[config.mk]
export PLATFORM = sky130hd
export DESIGN_NAME = apb_led_bank
export DESIGN_NICKNAME = d
export VERILOG_FILES = /design/src/rtl/apb_led_pkg.sv /design/src/rtl/apb_led_chan.sv /design/src/rtl/apb_led_bank.sv
export SDC_FILE = /design/constraint.sdc
export NUM_CORES = 1
export LEC_CHECK = 0
export ABC_AREA = 1
export CORE_UTILIZATION = 32
export CTS_BUF_LIST = sky130_fd_sc_hd__clkbuf_8 sky130_fd_sc_hd__clkbuf_16
export DETAILED_ROUTE_END_ITERATION = 6
export PLACE_DENSITY_LB_ADDON = 0.1
export SLEW_MARGIN = 20
export SYNTH_ARGS = -nofsm -noshare
export SYNTH_HDL_FRONTEND = slang
export SYNTH_HIERARCHICAL = 1
export SYNTH_SLANG_ARGS = --single-unit
[constraint.sdc]
create_clock -name clk -period 3.35 [get_ports clk]
set_input_delay 1.005 -clock clk [delete_from_list [all_inputs] [get_ports clk]]
set_output_delay 1.005 -clock clk [all_outputs]
set_load 0.01 [all_outputs]
[src/rtl/apb_led_pkg.sv]
// Shared types and register-map constants for the APB LED bank.
// Optional PWM support is selected with APB_LED_BANK_PWM_EN.
package apb_led_pkg;

  typedef enum logic [1:0] {
    MODE_OFF   = 2'b00,
    MODE_ON    = 2'b01,
    MODE_BLINK = 2'b10,
    MODE_PWM   = 2'b11
  } led_mode_t;

  // Byte offsets of the two registers inside one 8-byte channel window
  localparam logic [2:0] CTRL_OFS = 3'd0;
  localparam logic [2:0] DUTY_OFS = 3'd4;
  localparam int         CH_STRIDE_LOG2 = 3;

  localparam int MODE_MSB = 31;
  localparam int MODE_LSB = 30;

endpackage

[src/rtl/apb_led_chan.sv]
// One LED channel: free-running period counter, blink phase and LED drive.
// PWM compare exists only when APB_LED_BANK_PWM_EN is defined.
module apb_led_chan
  import apb_led_pkg::*;
#(
  parameter int CNT_W = 30
) (
  input  logic             clk,
  input  logic             rst_n,
  input  led_mode_t        mode,
  input  logic [CNT_W-1:0] period,
`ifdef APB_LED_BANK_PWM_EN
  input  logic [CNT_W-1:0] duty,
`endif
  input  logic             ctrl_wr,
  output logic             led
);

  logic [CNT_W-1:0] cnt_r;
  logic             phase_r;
  logic             pwm_s;

  // Counter and phase; a CTRL write restarts the channel ahead of the wrap
  always_ff @(posedge clk) begin
    if (!rst_n) begin
      cnt_r   <= '0;
      phase_r <= 1'b0;
    end else if (ctrl_wr) begin
      cnt_r   <= '0;
      phase_r <= 1'b0;
    end else if (cnt_r == period) begin
      cnt_r   <= '0;
      phase_r <= ~phase_r;
    end else begin
      cnt_r   <= cnt_r + CNT_W'(1);
      phase_r <= phase_r;
    end
  end

  // PWM level; without PWM support mode 11 falls back to blinking
  always_comb begin
    pwm_s = 1'b0;
`ifdef APB_LED_BANK_PWM_EN
    pwm_s = (cnt_r < duty);
`else
    pwm_s = phase_r;
`endif
  end

  // LED drive selected by mode
  always_comb begin
    led = 1'b0;
    case (mode)
      MODE_OFF:   led = 1'b0;
      MODE_ON:    led = 1'b1;
      MODE_BLINK: led = phase_r;
      MODE_PWM:   led = pwm_s;
      default:    led = 1'b0;
    endcase
  end

endmodule

[src/rtl/apb_led_bank.sv]
// APB-programmable bank of NUM_CH LED channels (OFF/ON/BLINK/PWM).
// Define APB_LED_BANK_PWM_EN to enable the DUTY registers and PWM mode.
module apb_led_bank
  import apb_led_pkg::*;
#(
  parameter int NUM_CH = 4,
  parameter int CNT_W  = 30,
  parameter int ADDR_W = 8
) (
  input  logic              clk,
  input  logic              rst_n,
  input  logic              PSEL,
  input  logic              PENABLE,
  input  logic              PWRITE,
  input  logic [ADDR_W-1:0] PADDR,
  input  logic [31:0]       PWDATA,
  output logic [31:0]       PRDATA,
  output logic              PREADY,
  output logic              PSLVERR,
  output logic [NUM_CH-1:0] LED
);

  led_mode_t        mode_r   [NUM_CH];
  logic [CNT_W-1:0] period_r [NUM_CH];
`ifdef APB_LED_BANK_PWM_EN
  logic [CNT_W-1:0] duty_r   [NUM_CH];
  logic [NUM_CH-1:0] duty_wr_s;
`endif
  logic [NUM_CH-1:0] ctrl_wr_s;
  logic              wr_s;
  logic [31:0]       ch_num_s;
  logic [2:0]        ofs_s;
  logic              is_ctrl_s;
  logic [31:0]       word_s;
  logic [31:0]       rdata_s;
  logic              unused_s;

  assign wr_s      = PSEL & PENABLE & PWRITE;
  assign ch_num_s  = 32'(PADDR[ADDR_W-1:CH_STRIDE_LOG2]);
  assign ofs_s     = {PADDR[2], 2'b00};
  assign is_ctrl_s = (ofs_s == CTRL_OFS);
  assign unused_s  = ^{PADDR[1:0], PWDATA};

  // Per-channel write strobes; addresses past the last channel match nothing
  always_comb begin
    ctrl_wr_s = '0;
`ifdef APB_LED_BANK_PWM_EN
    duty_wr_s = '0;
`endif
    for (int i = 0; i < NUM_CH; i++) begin
      ctrl_wr_s[i] = wr_s && (ch_num_s == 32'(i)) && is_ctrl_s;
`ifdef APB_LED_BANK_PWM_EN
      duty_wr_s[i] = wr_s && (ch_num_s == 32'(i)) && (ofs_s == DUTY_OFS);
`endif
    end
  end

  // Register file; reset wins over a write in the same cycle
  always_ff @(posedge clk) begin
    if (!rst_n) begin
      for (int i = 0; i < NUM_CH; i++) begin
        mode_r[i]   <= MODE_OFF;
        period_r[i] <= '0;
`ifdef APB_LED_BANK_PWM_EN
        duty_r[i]   <= '0;
`endif
      end
    end else begin
      for (int i = 0; i < NUM_CH; i++) begin
        if (ctrl_wr_s[i]) begin
          mode_r[i]   <= led_mode_t'(PWDATA[MODE_MSB:MODE_LSB]);
          period_r[i] <= PWDATA[CNT_W-1:0];
        end else begin
          mode_r[i]   <= mode_r[i];
          period_r[i] <= period_r[i];
        end
`ifdef APB_LED_BANK_PWM_EN
        if (duty_wr_s[i]) begin
          duty_r[i] <= PWDATA[CNT_W-1:0];
        end else begin
          duty_r[i] <= duty_r[i];
        end
`endif
      end
    end
  end

  // Readback mux: OR of the one matching channel word, zero when unmapped
  always_comb begin
    rdata_s = 32'd0;
    word_s  = 32'd0;
    for (int i = 0; i < NUM_CH; i++) begin
      word_s = 32'd0;
      if (is_ctrl_s) begin
        word_s[CNT_W-1:0]         = period_r[i];
        word_s[MODE_MSB:MODE_LSB] = mode_r[i];
      end else begin
`ifdef APB_LED_BANK_PWM_EN
        word_s[CNT_W-1:0] = duty_r[i];
`else
        word_s = 32'd0;
`endif
      end
      rdata_s = rdata_s | ((ch_num_s == 32'(i)) ? word_s : 32'd0);
    end
  end

  assign PRDATA  = PSEL ? rdata_s : 32'd0;
  assign PREADY  = 1'b1;
  assign PSLVERR = 1'b0;

  for (genvar g = 0; g < NUM_CH; g++) begin : g_ch
    apb_led_chan #(
      .CNT_W(CNT_W)
    ) u_chan (
      .clk     (clk),
      .rst_n   (rst_n),
      .mode    (mode_r[g]),
      .period  (period_r[g]),
`ifdef APB_LED_BANK_PWM_EN
      .duty    (duty_r[g]),
`endif
      .ctrl_wr (ctrl_wr_s[g]),
      .led     (LED[g])
    );
  end

endmodule

==> qor.yml, run 1 <==
logic_synthesis:
  syn_avg_cell_area_sq_um: 7.340
  synth_seq_cells: 252
  syn_nets: 2090
  synth-simple-area-share: 0.3574
  ys_types: 32
  synthXorXnorAreaFrac: 0.08184
  yosysTopAreaCell: "edfxtp_1"
  yosysSeqAreaShare: 0.4222
  ys.flop_type: "edfxtp_1"
  synth_edf_count: 128
  syn_inst: 2041
  muxShareOfSynthArea: 0.003007
  yosysWarnings: 6
  synth_compound_area_frac: 0.006681
  synth_top_family_by_area: "simple AND/OR/NAND/NOR gates"
  ys_async_sr_fraction: 0
  synth_area_leaders: "edfxtp_1 (26%), dfxtp_1 (17%), nand2_1 (14%)"
  synth-adder-area-share: 0.003341
  synthDominantCellAreaShare: 0.2566
  syn-cell-area_sq_um: 14980
timing:
  rsz0062_at_grt: "yes"
  finalMaxSlewViolations: 0
  timing.final.crit_share: 0.9808
  worst_pin_slew_ns: 0.7317
  hold_viol: 0
  setup_viol: 0
  slew-limit-headroom: 0.5122
  worst_slack_ns: 0.06440
  max_freq_mhz: 304.4
  period_needed_ns: 3.286
  fin_skew_ns: 0.009984
finish:
  final_util: 0.3959
  drive_gt1_frac: 0.1204
  syn_to_final_growth_pct: 20.96
  layout_commonest_cell: "nand2_1"
  layout_common_cells: "nand2_1 (554), inv_1 (364), nor2_1 (317), nand4_1 (144), edfxtp_1 (128)"
  n_fill_cell: 4741
  n_antenna_cell: 0
  nNetsFinal: 2216
worst_setup_path:
  start_kind: "primary input"
  cp-end-kind: "primary output"
  path_class: "primary input to primary output"
  cp.required_ns: 2.34
  cpMaxStageDelayCell: "bufbuf_16"
  cp_common_cell: "nor2_1"
  cp_cell_sequence: "clkdlybuf4s15_2 > nor2_4 > buf_4 > buf_12 > bufbuf_16 > nand4_1 > nand2_1 > nor2_1 > nor2_1 > buf_2"
  arrival_ns: 2.28
  cp_max_fo: 11
  slowest_delay_ns: 0.28
floorplan:
  die_area_sq_um: 47690
  initial_utilization: 0.3273
  core_area_sq_um: 45770
  die_height_um: 218.4
  ios: 83
  dieWidth_um: 218.4
  num_rows: 78
routing:
  post_drt_wl_per_cell_um: 17.24
  drt_iter0_markers: 814
  drtAntennaViolNets: 0
  vias_per_cell: 4.643
  routed_wl_um: 48130
  drc: 0
  dr.pass1.iters: 7
  via_count: 12962
global_route:
  met1_usage: 0.2883
  grt.busiest_layer: "met2"
  grt.met3_usage: 0.02839
  grt_max_degree: 33
  use_met2: 0.3315
  grt_overflow_total: 0
  grt_pass1_wl_um: 73290
  grt_pass1_vias: 12280
  antenna_found_initial: 0
  grt_usage: 0.2061
clocking:
  cts.sinks: 252
  clock_latency_ns: 0.53
  cts_buffers: 34
  clk_path_buf_depth: 3
  clkSlewWorstSetupHoldPaths_ns: 0.05
  htreeDepth: 2
  cts_hold_buf: 0
  cts_tree: "done"
  cts_root_buffer: "clkbuf_16"
power:
  power.density_nw_per_um2: 436.4
  p_total_w: 0.007908
  p_leak_nw: 7.779
  irDropWorstVdd_mv: 0.2354
placed_design:
  io_buffers: 78
  place_hpwl_um: 36210
  pre_cts_ws_ns: -0.6876
  routabilityCongestion: 0.8868
job:
  maxCapViolations: 0
hold_path:
  hp-class: "register to register"
status:
  status: "finished clean"
cell type report:
class / count / area [sq um] / area share
flip-flops and latches: 252 / 6326 / 0.3491
clock buffers: 37 / 925.9 / 0.05109
inverters: 360 / 1361 / 0.07512
repair buffers: 160 / 1712 / 0.09445
clock inverters: 24 / 197.7 / 0.01091
well taps: 600 / 750.7 / 0.04142
multi-input cells: 1359 / 6849 / 0.3779
timing repair:
item,4_1_cts,5_1_grt
setup endpoints to repair,32,31
resized for setup,171,4
cloned,10,0
buffers inserted,11,2
pin swaps,11,11
kinds of logic (layout without fill, tap and decap cells):
| kind of cell | Yosys count | after routing |
|---|---|---|
| adder cells (fa/ha/maj) | 4 | 4 |
| XOR/XNOR | 140 | 140 |
| flip-flops | 252 | 252 |
| AND/OR/NAND/NOR | 1194 | 1194 |
| buffers and inverters | 430 | 581 |
| multiplexers | 4 | 4 |
| other | 2 | 2 |
| AO/OA/AOI/OAI | 15 | 15 |
final timing paths:
| path | start | end | slack [ns] | cells past startpoint |
|---|---|---|---|---|
| max reg2reg | period_r[1][29] | g_ch[1].u_chan/cnt_r[20] | 1.47 | 8 |
| min | g_ch[0].u_chan/cnt_r[0] | g_ch[0].u_chan/cnt_r[0] | 0.49 | 1 |
| max | PADDR[5] | PRDATA[24] | 0.06 | 10 |
| min reg2reg | g_ch[0].u_chan/cnt_r[0] | g_ch[0].u_chan/cnt_r[0] | 0.49 | 1 |
Yosys cell counts (12+ instances only):
cell,n
buf_6,19
buf_2,21
nor2_1,328
nand2_2,12
dfxtp_1,124
nand3_1,60
nor3_4,12
nand4_1,144
nor2_2,29
xor2_1,72
buf_4,20
nand2_1,554
inv_1,353
xnor2_1,68
nor3_1,32
edfxtp_1,128
worst max-delay path: cells and delay by family:
kind | cells | cell delay, ns
buffers and inverters | 5 | 0.87
and+or+nand+nor | 5 | 0.38
metal layers:
layer	share of wire	wire [um]
met1	0.48	23320
met3	0.044	2133
met5	0	0
met4	0.019	901
met2	0.45	21770
stage by stage:
stage | setup TNS (ns) | std cells | hold WS, ns | cell area [sq um]
finish | 0 | 2792 | 0.4865 | 18120
global route | -0.01979 | 2792 | 0.5189 | 18120
detailed placement | -20.06 | 2713 | 0.4779 | 16810
global placement | -19.73 | 2713 | 0.4733 | 16810
CTS | 0 | 2795 | 0.4917 | 18250
floorplan | 0 | 2041 | 0.4512 | 14990
sequential cells by signal, indices dropped and copies added (netlist names):
name / cells
g_ch.u_chan/phase_r: 4
period_r: 120
g_ch.u_chan/cnt_r: 120
mode_r: 8
power breakdown:
| group | internal (W) | switching [W] |
|---|---|---|
| Sequential | 0.00339 | 0.000171 |
| Combinational | 0.000300 | 0.000382 |
| Clock | 0.00228 | 0.00139 |
No activity file was read; power rests on OpenSTA's default activity.
==> inputs of run 2 (changes only) <==
--- a/config.mk
+++ b/config.mk
@@ -9,6 +9,7 @@
 export CORE_UTILIZATION = 32
 export CTS_BUF_LIST = sky130_fd_sc_hd__clkbuf_8 sky130_fd_sc_hd__clkbuf_16
 export DETAILED_ROUTE_END_ITERATION = 6
+export HOLD_SLACK_MARGIN = 0.15
 export PLACE_DENSITY_LB_ADDON = 0.1
 export SLEW_MARGIN = 20
 export SYNTH_ARGS = -nofsm -noshare
==> results of run 2 <==
Final layout, timing and power as in run 1 (identical DEF).
